**config.mk**
```make
export PLATFORM = sky130hd
export DESIGN_NAME = fake_netlist_bist_driver_flat
export DESIGN_NICKNAME = d
export VERILOG_FILES = /design/src/rtl/fake_netlist_bist_driver_if.sv /design/src/rtl/fake_netlist_bist_driver.sv /design/src/flat_wrapper.sv
export SDC_FILE = /design/constraint.sdc
export NUM_CORES = 1
export LEC_CHECK = 0
export ABC_AREA = 1
export BUFFER_PORTS_ARGS = -buffer_cell sky130_fd_sc_hd__buf_2
export CORE_UTILIZATION = 35
export CTS_BUF_LIST = sky130_fd_sc_hd__clkbuf_8
export DETAILED_ROUTE_END_ITERATION = 16
export SYNTH_ARGS = -nofsm -noshare
export SYNTH_HDL_FRONTEND = slang
export SYNTH_SLANG_ARGS = --single-unit
export TNS_END_PERCENT = 30
```
**constraint.sdc**
```tcl
create_clock -name clk -period 1.59 [get_ports clk]
set_input_delay 0.2385 -clock clk [delete_from_list [all_inputs] [get_ports clk]]
set_output_delay 0.2385 -clock clk [all_outputs]
set_load 0.05 [all_outputs]
```
**src/rtl/fake_netlist_bist_driver_if.sv**
```systemverilog
// Control and netlist-boundary signals of the fake netlist BIST driver.
// The master side is the system/netlist; the slave side is the driver.
interface fake_netlist_bist_driver_if #(
  parameter int PAT_W = 5,
  parameter int SIG_W = 8,
  parameter int CNT_W = 8
);
  logic             start;
  logic [PAT_W-1:0] seed;
  logic [CNT_W-1:0] num_patterns;
  logic [SIG_W-1:0] golden_sig;
  logic [PAT_W-1:0] pattern_o;
  logic             resp_i;
  logic             busy;
  logic             done;
  logic [SIG_W-1:0] signature;
  logic             pass;

  modport master (
    output start, seed, num_patterns, golden_sig, resp_i,
    input  pattern_o, busy, done, signature, pass
  );

  modport slave (
    input  start, seed, num_patterns, golden_sig, resp_i,
    output pattern_o, busy, done, signature, pass
  );
endinterface

```
**src/rtl/fake_netlist_bist_driver.sv**
```systemverilog
// LFSR pattern generator + MISR response compactor for fake netlist BIST.
//   state   | meaning
//   IDLE    | waiting for start; run parameters latched on start
//   APPLY   | pattern held on netlist inputs for SETTLE cycles
//   CAPTURE | response folded into MISR, LFSR advanced
//   DONE    | one-cycle done pulse, pass valid
module fake_netlist_bist_driver #(
  parameter int               PAT_W    = 5,
  parameter logic [PAT_W-1:0] PAT_TAPS = 5'h14,
  parameter int               SIG_W    = 8,
  parameter logic [SIG_W-1:0] SIG_POLY = 8'h1D,
  parameter int               CNT_W    = 8,
  parameter int               SETTLE   = 1
) (
  input  logic clk,
  input  logic rst_n,
  fake_netlist_bist_driver_if.slave bus
);
  localparam int STL_W = (SETTLE > 1) ? $clog2(SETTLE + 1) : 1;

  typedef enum logic [1:0] {S_IDLE, S_APPLY, S_CAPTURE, S_DONE} state_t;

  state_t           state, state_nxt;
  logic [PAT_W-1:0] lfsr, lfsr_nxt;
  logic [SIG_W-1:0] misr, misr_nxt;
  logic [CNT_W-1:0] cnt, num_q;
  logic [SIG_W-1:0] golden_q;
  logic [STL_W-1:0] settle;
  logic             pass_q;
  logic             last_pat;

  assign lfsr_nxt = {lfsr[PAT_W-2:0], ^(lfsr & PAT_TAPS)};
  assign misr_nxt = {misr[SIG_W-2:0], 1'b0}
                  ^ (misr[SIG_W-1] ? SIG_POLY : '0)
                  ^ {{(SIG_W-1){1'b0}}, bus.resp_i};
  assign last_pat = (cnt == num_q - CNT_W'(1));

  always_ff @(posedge clk or negedge rst_n) begin
    if (!rst_n) state <= S_IDLE;
    else        state <= state_nxt;
  end

  always_comb begin
    state_nxt = state;
    case (state)
      S_IDLE:    if (bus.start) state_nxt = (bus.num_patterns == '0) ? S_DONE : S_APPLY;
      S_APPLY:   if (settle == STL_W'(SETTLE - 1)) state_nxt = S_CAPTURE;
      S_CAPTURE: state_nxt = last_pat ? S_DONE : S_APPLY;
      S_DONE:    state_nxt = S_IDLE;
      default:   state_nxt = S_IDLE;
    endcase
  end

  always_comb begin
    bus.busy = (state == S_APPLY) || (state == S_CAPTURE);
    bus.done = (state == S_DONE);
  end

  always_ff @(posedge clk or negedge rst_n) begin
    if (!rst_n) begin
      lfsr     <= '0;
      misr     <= '0;
      cnt      <= '0;
      settle   <= '0;
      pass_q   <= 1'b0;
      num_q    <= '0;
      golden_q <= '0;
    end else begin
      case (state)
        S_IDLE: if (bus.start) begin
          lfsr     <= (bus.seed == '0) ? PAT_W'(1) : bus.seed;
          misr     <= '0;
          cnt      <= '0;
          settle   <= '0;
          num_q    <= bus.num_patterns;
          golden_q <= bus.golden_sig;
          // an empty run enters DONE straight away with a zero signature
          pass_q   <= (bus.num_patterns == '0) && (bus.golden_sig == '0);
        end
        S_APPLY: settle <= settle + 1'b1;
        S_CAPTURE: begin
          misr   <= misr_nxt;
          lfsr   <= lfsr_nxt;
          cnt    <= cnt + 1'b1;
          settle <= '0;
          if (last_pat) pass_q <= (misr_nxt == golden_q);
        end
        default: ;
      endcase
    end
  end

  assign bus.pattern_o = lfsr;
  assign bus.signature = misr;
  assign bus.pass      = pass_q;
endmodule
```
**src/flat_wrapper.sv**
```systemverilog
// flat-port wrapper written by rule: the top's interface ports become plain ports
module fake_netlist_bist_driver_flat 
#(
  parameter int               PAT_W    = 5,
  parameter logic [PAT_W-1:0] PAT_TAPS = 5'h14,
  parameter int               SIG_W    = 8,
  parameter logic [SIG_W-1:0] SIG_POLY = 8'h1D,
  parameter int               CNT_W    = 8,
  parameter int               SETTLE   = 1
)
  (clk, rst_n, bus_start, bus_seed, bus_num_patterns, bus_golden_sig, bus_resp_i, bus_pattern_o, bus_busy, bus_done, bus_signature, bus_pass);
  fake_netlist_bist_driver_if #(.PAT_W(PAT_W), .SIG_W(SIG_W), .CNT_W(CNT_W)) bus_i ();
  input  logic clk;
  input  logic rst_n;
  input wire logic [$bits(bus_i.start)-1:0] bus_start;
  input wire logic [$bits(bus_i.seed)-1:0] bus_seed;
  input wire logic [$bits(bus_i.num_patterns)-1:0] bus_num_patterns;
  input wire logic [$bits(bus_i.golden_sig)-1:0] bus_golden_sig;
  input wire logic [$bits(bus_i.resp_i)-1:0] bus_resp_i;
  output wire logic [$bits(bus_i.pattern_o)-1:0] bus_pattern_o;
  output wire logic [$bits(bus_i.busy)-1:0] bus_busy;
  output wire logic [$bits(bus_i.done)-1:0] bus_done;
  output wire logic [$bits(bus_i.signature)-1:0] bus_signature;
  output wire logic [$bits(bus_i.pass)-1:0] bus_pass;
  assign bus_i.start = bus_start;
  assign bus_i.seed = bus_seed;
  assign bus_i.num_patterns = bus_num_patterns;
  assign bus_i.golden_sig = bus_golden_sig;
  assign bus_i.resp_i = bus_resp_i;
  assign bus_pattern_o = bus_i.pattern_o;
  assign bus_busy = bus_i.busy;
  assign bus_done = bus_i.done;
  assign bus_signature = bus_i.signature;
  assign bus_pass = bus_i.pass;
  fake_netlist_bist_driver #(.PAT_W(PAT_W), .PAT_TAPS(PAT_TAPS), .SIG_W(SIG_W), .SIG_POLY(SIG_POLY), .CNT_W(CNT_W), .SETTLE(SETTLE)) u_core (.clk(clk), .rst_n(rst_n), .bus(bus_i));
endmodule
```
==> results.py <==
metrics = {
    "clocking": {
        "tritoncts": "yes",
        "cts_root_buf": "clkbuf_8",
        "h_tree_levels": 2,
        "cts.reportedPaths.clkPinSlew_ns": 0.09,
        "worstSkewPairLatency_ns": 0.30,
        "clock_sink_count": 41,
        "numCtsBuffers": 5,
        "clock_tree.buffer_depth": 2,
    },
    "timing": {
        "relSlewSlack": 0.643,
        "timing.final.max_slew_violations": 0,
        "final-setup-viol-count": 0,
        "layout_worst_path_cycle_share": 0.989,
        "worst_slew_pin_slew_ns": 0.535,
        "period_minus_slack_ns": 1.57,
        "max_clock_freq_mhz": 636,
        "timing.final.hold_violations": 0,
        "finalClockSkew_ns": 0.00766,
        "grt_setup_unrepaired": "yes",
        "final.setup.worst_slack_ns": 0.0178,
    },
    "critical_path": {
        "worstSetupEndpointType": "register",
        "worstSetupPathType": "reg2reg",
        "worst-endpoint-required_ns": 1.77,
        "crit_arrival_ns": 1.75,
        "critical_path.slowest_cell": "dfrtp_1",
        "worstReg2RegEnd": "u_core.bus.signature[3]",
        "path_buf_inv": 3,
        "path_max_fanout": 15,
        "crit_family": "buffers and inverters",
        "timing.critical_path.depth": 7,
        "crit_path_max_incr_delay_ns": 0.43,
        "critical_path.cell_chain": "inv_2 > ha_4 > o21ai_4 > buf_4 > inv_1 > nand2_1 > o21ai_0",
        "worst_setup_sp_type": "register",
        "r2r_setup_slack_ns": 0.02,
        "r2r_start": "u_core.state[1]",
        "reg2regPathDepth": 7,
    },
    "die": {
        "core_region_area_mm2": 0.00631,
        "horizontal_die_dimension_um": 82.7,
        "initial_utilization": 0.361,
        "dieHeight_um": 82.7,
        "placement_rows": 29,
        "fp.dieArea_mm2": 0.00684,
        "pin_count": 41,
    },
    "finish": {
        "nFillCells": 650,
        "final_cells": 448,
        "finish.net_count": 401,
        "area_growth_syn_to_layout_pct": 27.9,
        "design_area_mm2": 0.00292,
        "multiInputGateArea_mm2": 0.00113,
        "antennaDiodeCount": 0,
        "register_area_mm2": 0.00103,
        "drive_above_1_share": 0.270,
    },
    "worst_hold_path": {
        "min_path_type": "in2async",
    },
    "routing": {
        "vias": 2083,
        "finalWirelength_um": 5170,
        "top_layer_used": "met4",
        "detail-route-antenna-nets": 0,
        "first_iter_violations": 61,
        "drt_drc_violations_left": 0,
        "wl_met3_um": 167,
        "route.layer.met1.wl_um": 2550,
        "post_drt_via_cell_ratio": 4.65,
        "wl_met2_um": 2380,
        "average_wire_per_standard_cell_um": 11.5,
        "drt-pass1-iter-count": 4,
    },
    "global_route": {
        "antenna_found_initial": 0,
        "grt_pass1_wl_um": 8730,
        "maximum_number_of_pins_on_one_net_before_global_route_repair": 42,
        "grt_overflow": 0,
        "global_route.usage.total": 0.173,
        "via_count_of_the_first_global_routing_pass": 1879,
    },
    "placement": {
        "portBuffers": 40,
        "post-place-cells": 435,
        "placement.cell_area_mm2": 0.00269,
        "gp_congestion": 0.768,
        "detailedPlace.worstSlack_ns": -0.0356,
        "dpl.hpwl_um": 3970,
    },
    "logic_synthesis": {
        "synth_enable_flop_cells": 0,
        "postSynthAreaPerCell_um2": 7.47,
        "synthFlopType": "dfrtp_1",
        "synth_cells": 305,
        "synthDistinctLibCells": 26,
        "yosys_register_bits": 41,
        "synth.net_count": 336,
        "ys_seq_area_frac": 0.450,
        "mappedNetlistArea_mm2": 0.00228,
        "synthArstFlopShare": 1.00,
        "yosysWarnings": 0,
    },
    "power": {
        "max-vdd-ir-drop_v": 0.000780,
        "cellLeakagePower_nw": 1.52,
        "cellPowerDensity_mw_per_mm2": 1860,
    },
    "status": {
        "outcome": "completed",
    },
    "flow_run": {
        "maxCapViolCount": 0,
    },
}
## worst reg2reg max path: stages, from the launching register on
cell and delay (ns):
dfrtp_1 0.43, inv_2 0.07, ha_4 0.18, o21ai_4 0.20, buf_4 0.23, inv_1 0.16
nand2_1 0.08, o21ai_0 0.08
## flip-flops by register name (all words and copies together) (netlist names)
name and count:
u_core.bus.pass 1, u_core.state 2, u_core.cnt 8, u_core.settle 1
u_core.bus.signature 8, u_core.bus.pattern_o 5, u_core.num_q 8, u_core.golden_q 8
## worst max path at each step
stage / startpoint / to / slack (ns)
4_1_cts: u_core.state[0] / u_core.cnt[7] / -0.02
3_3_place_gp: u_core.state[0] / u_core.bus.signature[2] / -0.03
6_report: u_core.state[1] / u_core.bus.signature[3] / 0.02
2_1_floorplan: u_core.state[0] / u_core.cnt[6] / 0.009
3_5_place_dp: u_core.state[0] / u_core.cnt[7] / -0.04
5_1_grt: u_core.state[0] / u_core.cnt[7] / -0.1
## cell families (layout without fill, tap and decap cells)
group,count (synthesis),after routing,share of synthesized area
fa+ha+maj,6,6,0.0329
buf+inv,55,121,0.0961
simple gates,147,147,0.271
xor+xnor,11,11,0.0423
flops,41,41,0.450
compound gates,45,45,0.108
## metrics by stage
stage	TNS, ns	hold WS (ns)	power (mW)	util
global placement	-0.102	0.343	4.43	0.426
finish	0	0.00291	5.42	0.462
floorplan	0	-0.0571	3.68	-
CTS	-0.0288	0.0163	5.29	0.450
detailed placement	-0.185	0.350	4.45	0.426
global route	-0.821	0.0504	5.90	0.462
## cell usage in the layout (no fill, tap or decap), drive strengths merged, types with 3 or more instances in the layout
cell type and instances:
nor3 6, o21ai 27, inv 47, xnor2 8, o22ai 5, nand3 18, nand2 90, clkbuf 7
a21oi 8, nand4 3, xor2 3, dfrtp 41, nor2 28, ha 6, buf 63
## what timing repair did
action | 4_1_cts | 5_1_grt
pin swaps | 5 | 9
setup buffers | 3 | 2
hold buffers | 0 | 0
setup endpoints to repair | 10 | 24
resized for setup | 10 | 18
## report_power, final
group / switching, mW / internal, mW / total, mW
logic: 1.87 / 1.13 / 2.99
registers: 0.316 / 1.41 / 1.73
clock network: 0.392 / 0.303 / 0.695
total: 2.58 / 2.84 / 5.42
## metal layers
| metal | global-route usage | up-vias |
|---|---|---|
| met5 | 0 | - |
| met2 | 0.275 | 27 |
| li1 | - | 1099 |
| met1 | 0.233 | 950 |
| met3 | 0.0319 | 7 |
| met4 | 0.0621 | 0 |
## cell usage after synthesis, types with 3 or more instances
cell type	count	area, um^2
nand4_1	3	18.8
ha_1	6	75.1
dfrtp_1	41	1030
buf_2	4	20.0
xor2_1	3	26.3
nand2_1	88	330
inv_1	46	173
o21ai_0	26	130
o22ai_1	5	31.3
nor2_1	25	93.8
nor3_1	5	25.0
nand3_1	18	90.1
xnor2_1	8	70.1
a21oi_1	8	40.0
## area by class of cell
type | instances | area share
multi-input combinational | 209 | 0.386
tap | 77 | 0.0330
clock buffer | 5 | 0.0236
timing repair buffer | 65 | 0.136
sequential | 41 | 0.352
inverter | 48 | 0.0631
clock inverter | 3 | 0.00601
Power figures use the tool's default switching activity.
